--- src/rtl/serial_link_pkg.sv ---
// Shared definitions for the single-bit match/parity link.
// Used by the transmitter and by the receiving checker.
package serial_link_pkg;

    typedef enum logic [1:0] {
        IDLE   = 2'd0,
        DATA   = 2'd1,
        PARITY = 2'd2
    } state_e;

    // XOR-ed into the reduction so data ones plus the parity bit come out even
    localparam logic PARITY_EVEN = 1'b0;

    function automatic int unsigned frame_len(input int unsigned nbits);
        return nbits + 1;
    endfunction

endpackage

--- src/rtl/serial_parity_tx.sv ---
// Serialises an NBITS word LSB first, followed by one even-parity beat,
// using val/rdy handshakes on both the word and the bit side.
module serial_parity_tx
    import serial_link_pkg::*;
#(
    parameter int unsigned NBITS = 8
) (
    input  logic             clk,
    input  logic             reset_n,
    input  logic             in_val,
    output logic             in_rdy,
    input  logic [NBITS-1:0] in_msg,
    output logic             out_val,
    input  logic             out_rdy,
    output logic             out_bit,
    output logic             out_sof,
    output logic             out_par
);

    localparam int unsigned CW = (NBITS > 1) ? $clog2(NBITS) : 1;
    localparam logic [CW-1:0] LAST = CW'(NBITS - 1);

    state_e           state_q, state_d;
    logic [NBITS-1:0] shreg_q, shreg_d;
    logic [CW-1:0]    count_q, count_d;
    logic             par_q, par_d;

    always_ff @(posedge clk) begin
        if (!reset_n) begin
            state_q <= IDLE;
            shreg_q <= '0;
            count_q <= '0;
            par_q   <= 1'b0;
        end else begin
            state_q <= state_d;
            shreg_q <= shreg_d;
            count_q <= count_d;
            par_q   <= par_d;
        end
    end

    // Next-state and beat outputs; a stall simply keeps every register as is
    always_comb begin
        state_d = state_q;
        shreg_d = shreg_q;
        count_d = count_q;
        par_d   = par_q;
        in_rdy  = 1'b0;
        out_val = 1'b0;
        out_bit = 1'b0;
        out_sof = 1'b0;
        out_par = 1'b0;

        unique case (state_q)
            IDLE: begin
                in_rdy = 1'b1;
                if (in_val) begin
                    shreg_d = in_msg;
                    par_d   = (^in_msg) ^ PARITY_EVEN;
                    count_d = '0;
                    state_d = DATA;
                end
            end

            DATA: begin
                out_val = 1'b1;
                out_bit = shreg_q[0];
                out_sof = (count_q == '0);
                if (out_rdy) begin
                    shreg_d = shreg_q >> 1;
                    if (count_q == LAST) begin
                        count_d = '0;
                        state_d = PARITY;
                    end else begin
                        count_d = count_q + CW'(1);
                    end
                end
            end

            PARITY: begin
                out_val = 1'b1;
                out_bit = par_q;
                out_par = 1'b1;
                // Accept the next word on the final beat so frames run back to back
                in_rdy  = out_rdy;
                if (out_rdy) begin
                    if (in_val) begin
                        shreg_d = in_msg;
                        par_d   = (^in_msg) ^ PARITY_EVEN;
                        count_d = '0;
                        state_d = DATA;
                    end else begin
                        state_d = IDLE;
                    end
                end
            end

            default: state_d = IDLE;
        endcase
    end

endmodule
--- config.mk ---
export PLATFORM = sky130hd
export DESIGN_NAME = serial_parity_tx
export DESIGN_NICKNAME = d
export VERILOG_FILES = /design/src/rtl/serial_link_pkg.sv /design/src/rtl/serial_parity_tx.sv
export SDC_FILE = /design/constraint.sdc
export NUM_CORES = 1
export LEC_CHECK = 0
export CAP_MARGIN = 25
export CORE_MARGIN = 5
export CORE_UTILIZATION = 23
export CTS_CLUSTER_SIZE = 16
export DETAILED_ROUTE_END_ITERATION = 10
export HOLD_SLACK_MARGIN = 0.03
export MAX_ROUTING_LAYER = met4
export PLACE_DENSITY_LB_ADDON = 0.25
export SKIP_CTS_REPAIR_TIMING = 1
export SYNTH_ARGS = -nofsm -noshare
export SYNTH_HDL_FRONTEND = slang
export SYNTH_SLANG_ARGS = --single-unit
--- constraint.sdc ---
create_clock -name clk -period 1.5 [get_ports clk]
set_clock_uncertainty 0.05 [all_clocks]
set_input_delay 0.225 -clock clk [delete_from_list [all_inputs] [get_ports clk]]
set_output_delay 0.225 -clock clk [all_outputs]
set_load 0.005 [all_outputs]
## Yosys cells after proc, flatten, opt, wreduce, memory -nomap -nowiden

Cells that the tools add are included.

- Add/subtract/negate cells: 1
- Equal/unequal tests: 7
- Multiplexer cells: 23
- Reduce and logical (&&, ||, !) cells: 9

Operators with widths:

| kind | count |
|---|---|
| $mux W8 | 3 |
| $pmux W8 S3 | 1 |
| $mux W3 | 4 |
| $pmux W3 S3 | 1 |
| $mux W2 | 4 |
| $ne A2 B2 Y1 const B | 4 |
| $reduce_xor A8 Y1 | 1 |
| $mux W1 | 6 |
| $pmux W1 S2 | 3 |
| $pmux W2 S3 | 1 |
| $reduce_and A4 Y1 | 1 |
| $add A3 B1 Y3 const B | 1 |
| $eq A3 B3 Y1 const B | 1 |
| $logic_not A3 Y1 | 1 |
| $reduce_and A3 Y1 | 1 |
| $reduce_bool A3 Y1 | 1 |
| $eq A2 B1 Y1 const B | 1 |
| $eq A2 B2 Y1 const B | 1 |
| $logic_not A2 Y1 | 1 |
| $reduce_and A2 Y1 | 1 |
| $reduce_bool A2 Y1 | 1 |
| $reduce_or A2 Y1 | 1 |

- Register bits: 14
- Word-level logic and storage cells: 44

## Longest topological paths before layout

- Word-level depth: 4
- Gate-level depth with buffers: 8
- Mapped depth without buffers: 6

## Worst setup path after synthesis

Ideal clock, no wire load.

- Kind: register to register
- Start: register state_q[1]
- End: register count_q[0]
- Arrival: 1384 ps
- Required time: 1318 ps
- Path slack: -66 ps
- Cell stages (with the launch flop): 9
- Buffers on the path: 2
- Clock period less this slack: 1566 ps
- Path through: dfxtp_1 > inv_1 > ha_1 > buf_6 > nor2_4 > o221a_4 > buf_6 > mux2i_1 > nor2_1

- Longest elaborated chain between the ends: 3
- Elaborated cells between the ends (all ways): 8
- Classes of those cells: eq/ne: 4; mux: 1; reduce/logical: 3

Ends and longest elaborated chain:

| item | line | text |
|---|---|---|
| start: declaration | serial_parity_tx.sv:23 | `state_e state_q, state_d;` |
| start signal: assignment | serial_parity_tx.sv:35 | `state_q <= state_d;` |
| $eq A2 B1 Y1, or another cell as far along | serial_parity_tx.sv:54 | `unique case (state_q)` |
| $ne A2 B2 Y1 (no source line) or $reduce_bool A3 Y1 (tied branches) | n/a |  |
| $reduce_and A3 Y1 (no source line) | n/a |  |
| end signal: assignment | serial_parity_tx.sv:37 | `count_q <= count_d;` |
| end: declaration | serial_parity_tx.sv:25 | `logic [CW-1:0] count_q, count_d;` |

Parallel ways exist; a longest one is shown, timed or not.
A chain may end at the register's enable or synchronous reset.

## Worst setup path in the final report

- Start: register state_q[1]
- End: register state_q[1]

- Longest elaborated chain between the ends: 3
- Elaborated cells between the ends (all ways): 9
- Classes of those cells: eq/ne: 6; mux: 1; reduce/logical: 2

Ends and longest elaborated chain:

| item | line |
|---|---|
| $eq A2 B1 Y1, or another cell as far along | serial_parity_tx.sv:54 |
| $ne A2 B2 Y1 (no source line) | n/a |
| $reduce_and A4 Y1 (no source line) | n/a |

Parallel ways exist; a longest one is shown, timed or not.

==> qor.csv <==
metric,value,unit
post-route-min-period,1.59,ns
final_nets,155,
die_h,72.9,µm
drtAntennaViolNets,0,
grt-ovfl-total,0,
grt_pass1_wl,3330,µm
power_frac_seq,31.8,%
port_buffers,16,
place_hpwl,1600,µm
wire_per_inst,13.7,µm
crit_path_start_kind,register,
hold_viol,0,
grt_pass1_vias,765,
ys.flop_type,dfxtp_1,
critical_path_required,1.60,ns
regToRegSetupSlack,-0.09,ns
combPwrFrac,42.4,%
dpl.cell_count,168,
hp-class,register to register,
clock_latency,0.25,ns
r2r_cells,8,
slew_headroom,60.5,%
via_per_inst,4.57,
dieArea,0.00532,mm²
root_buffer,clkbuf_8,
ys_types,28,
path_clk_slew,0.06,ns
power_density,1010,mW/mm²
worstHoldStart,shreg_q[7],
leakagePower,0.000579,µW
avgSynthCellArea,9.49,µm²
numCtsBuffers,3,
syn_to_final_growth,56.6,%
ys_seq_area_share,30.8,%
stdcell_count,181,
p_sw_share,31.5,%
gp_congestion,0.809,
synth_top_area_share,30.8,%
tritoncts,yes,
holdPathStages,2,
grt_max_degree,22,
rsz0062_at_grt,true,
worstHoldEndpoint,shreg_q[7],
ys_ff_latch,14,
start_util,24.3,%
crit_path_max_fanout,4,
min_period_over_period,106,%
antenna_found_initial,0,
synth_area,911,µm²
yosys_warnings,0,
synth_enable_flop_cells,0,
top_level_ports,17,
maxCapViolCount,0,
vdd_drop_max,605,µV
wirelength,2480,µm
drt_first_pass_iters,4,
pre_cts_ws,-0.197,ns
maxSlewViolCount,0,
p_clk_share,25.8,%
criticalPathCategory,register to register,
fmax,630,MHz
arrival,1.69,ns
syn_nets,117,
drt_iter0_drc,30,
synth_top_area_cell,dfxtp_1,
placementRows,22,
timing.rr.start,state_q[1],
failed_checks,setup timing,
synth.area.top_cells,"dfxtp_1, ha_1, mux2i_1",
p_sw,452,µW
drive_above_1_share,38.3,%
netlist_instances,96,
clockBufferDepth,2,
drcViolationCount,0,
htree_levels,1,
intPower,983,µW
diodes,0,
whs,0.421,ns
coreArea,0.00374,mm²
cts_num_sinks,14,
grt.total_usage,8.18,%
via_count,828,
status,finished with violations,
finalSetupViolCount,15,
tightest_slew,0.592,ns
ys_async_sr_fraction,0,%
setup_ws,-0.0880,ns
n_fill_cell,399,
r2r_end,state_q[1],
die_w,72.9,µm
endpoint_kind,register,
==> through the flow <==
stage          total power, µW  util, %  TNS [ns]  instance area (µm²)
5_1_grt                   1520     38.1     -1.70                 1430
4_1_cts                   1310     33.3     -3.67                 1250
3_3_place_gp               925     31.9     -1.50                 1190
6_report                  1440     38.1    -0.654                 1430
2_1_floorplan              763        -         0                  913
3_5_place_dp               936     31.9     -2.27                 1190
==> flip-flops by register name, summed over array words and instances, names as in the netlist <==
signal	flops
state_q	2
count_q	3
par_q	1
shreg_q	8
==> kinds of logic after synthesis <==
logic type / count (synthesis) / share of synthesized area, %
AND/OR/NAND/NOR: 24 / 13.9
XOR/XNOR: 7 / 6.73
AO/OA/AOI/OAI: 22 / 19.5
adder cells (fa/ha/maj): 9 / 12.4
buffers and inverters: 11 / 6.73
flip-flops: 14 / 30.8
multiplexers: 9 / 10.0
==> cell type report <==
cell class | count | area [µm²] | area share [%]
Multi-Input combinational cell | 74 | 699 | 49.0
Inverter | 6 | 25.0 | 1.75
Tap cell | 48 | 60.1 | 4.21
Timing Repair Buffer | 35 | 304 | 21.3
Clock buffer | 4 | 55.1 | 3.86
Sequential cell | 14 | 283 | 19.8
==> layer usage <==
layer | global-route usage [%] | share of wire [%] | up-vias
met5 | - | 0 | -
met1 | 9.40 | 46 | 391
li1 | - | - | 422
met2 | 14.1 | 50 | 12
met4 | 2.46 | 0.93 | 0
met3 | 1.79 | 2.4 | 3
==> power groups by stage <==
stage / logic, µW / clock network [µW] / registers, µW
floorplan: 306 / 0 / 457
global placement: 467 / 0 / 458
detailed placement: 478 / 0 / 458
CTS: 479 / 382 / 450
global route: 663 / 399 / 463
finish: 609 / 370 / 457
==> placed cells by master (no fill, tap or decap), drive strengths merged, types with 4 or more instances in the layout <==
cell type,synthesis,layout
mux2i,8,8
dfxtp,14,14
nor2,10,10
o221a,1,4
ha,9,9
a21oi,6,6
xnor2,7,7
inv,6,6
clkbuf,1,6
a211oi,7,7
clkdlybuf4s50,0,11
buf,4,20
==> worst max path at each step <==
stage	cells after the start	from	to	slack (ns)
2_1_floorplan	8	state_q[1]	count_q[0]	0.005
3_3_place_gp	7	state_q[1]	state_q[0]	-0.17
3_5_place_dp	5	state_q[1]	out_bit	-0.20
4_1_cts	5	state_q[1]	out_bit	-0.47
5_1_grt	8	state_q[1]	state_q[1]	-0.15
6_report	8	state_q[1]	state_q[1]	-0.09
==> Yosys cell counts (2+ instances only) <==
master    number
dfxtp_1       14
ha_1           9
nor2_1         9
mux2i_1        8
xnor2_1        7
a21oi_1        6
inv_1          6
a211oi_2       4
a211oi_1       3
nand2_1        3
nand2b_1       3
nor2b_1        3
o21ai_0        3
buf_6          2
nand3_1        2
nand3b_1       2
==> worst max-delay path, cell delays in order (launching register included) <==
cell,delay (ns)
dfxtp_2,0.32
buf_6,0.11
buf_6,0.12
ha_4,0.17
buf_6,0.11
nor2b_4,0.12
o21ai_2,0.17
nand3b_1,0.11
a21oi_1,0.21
(Power assumes the default switching activity.)
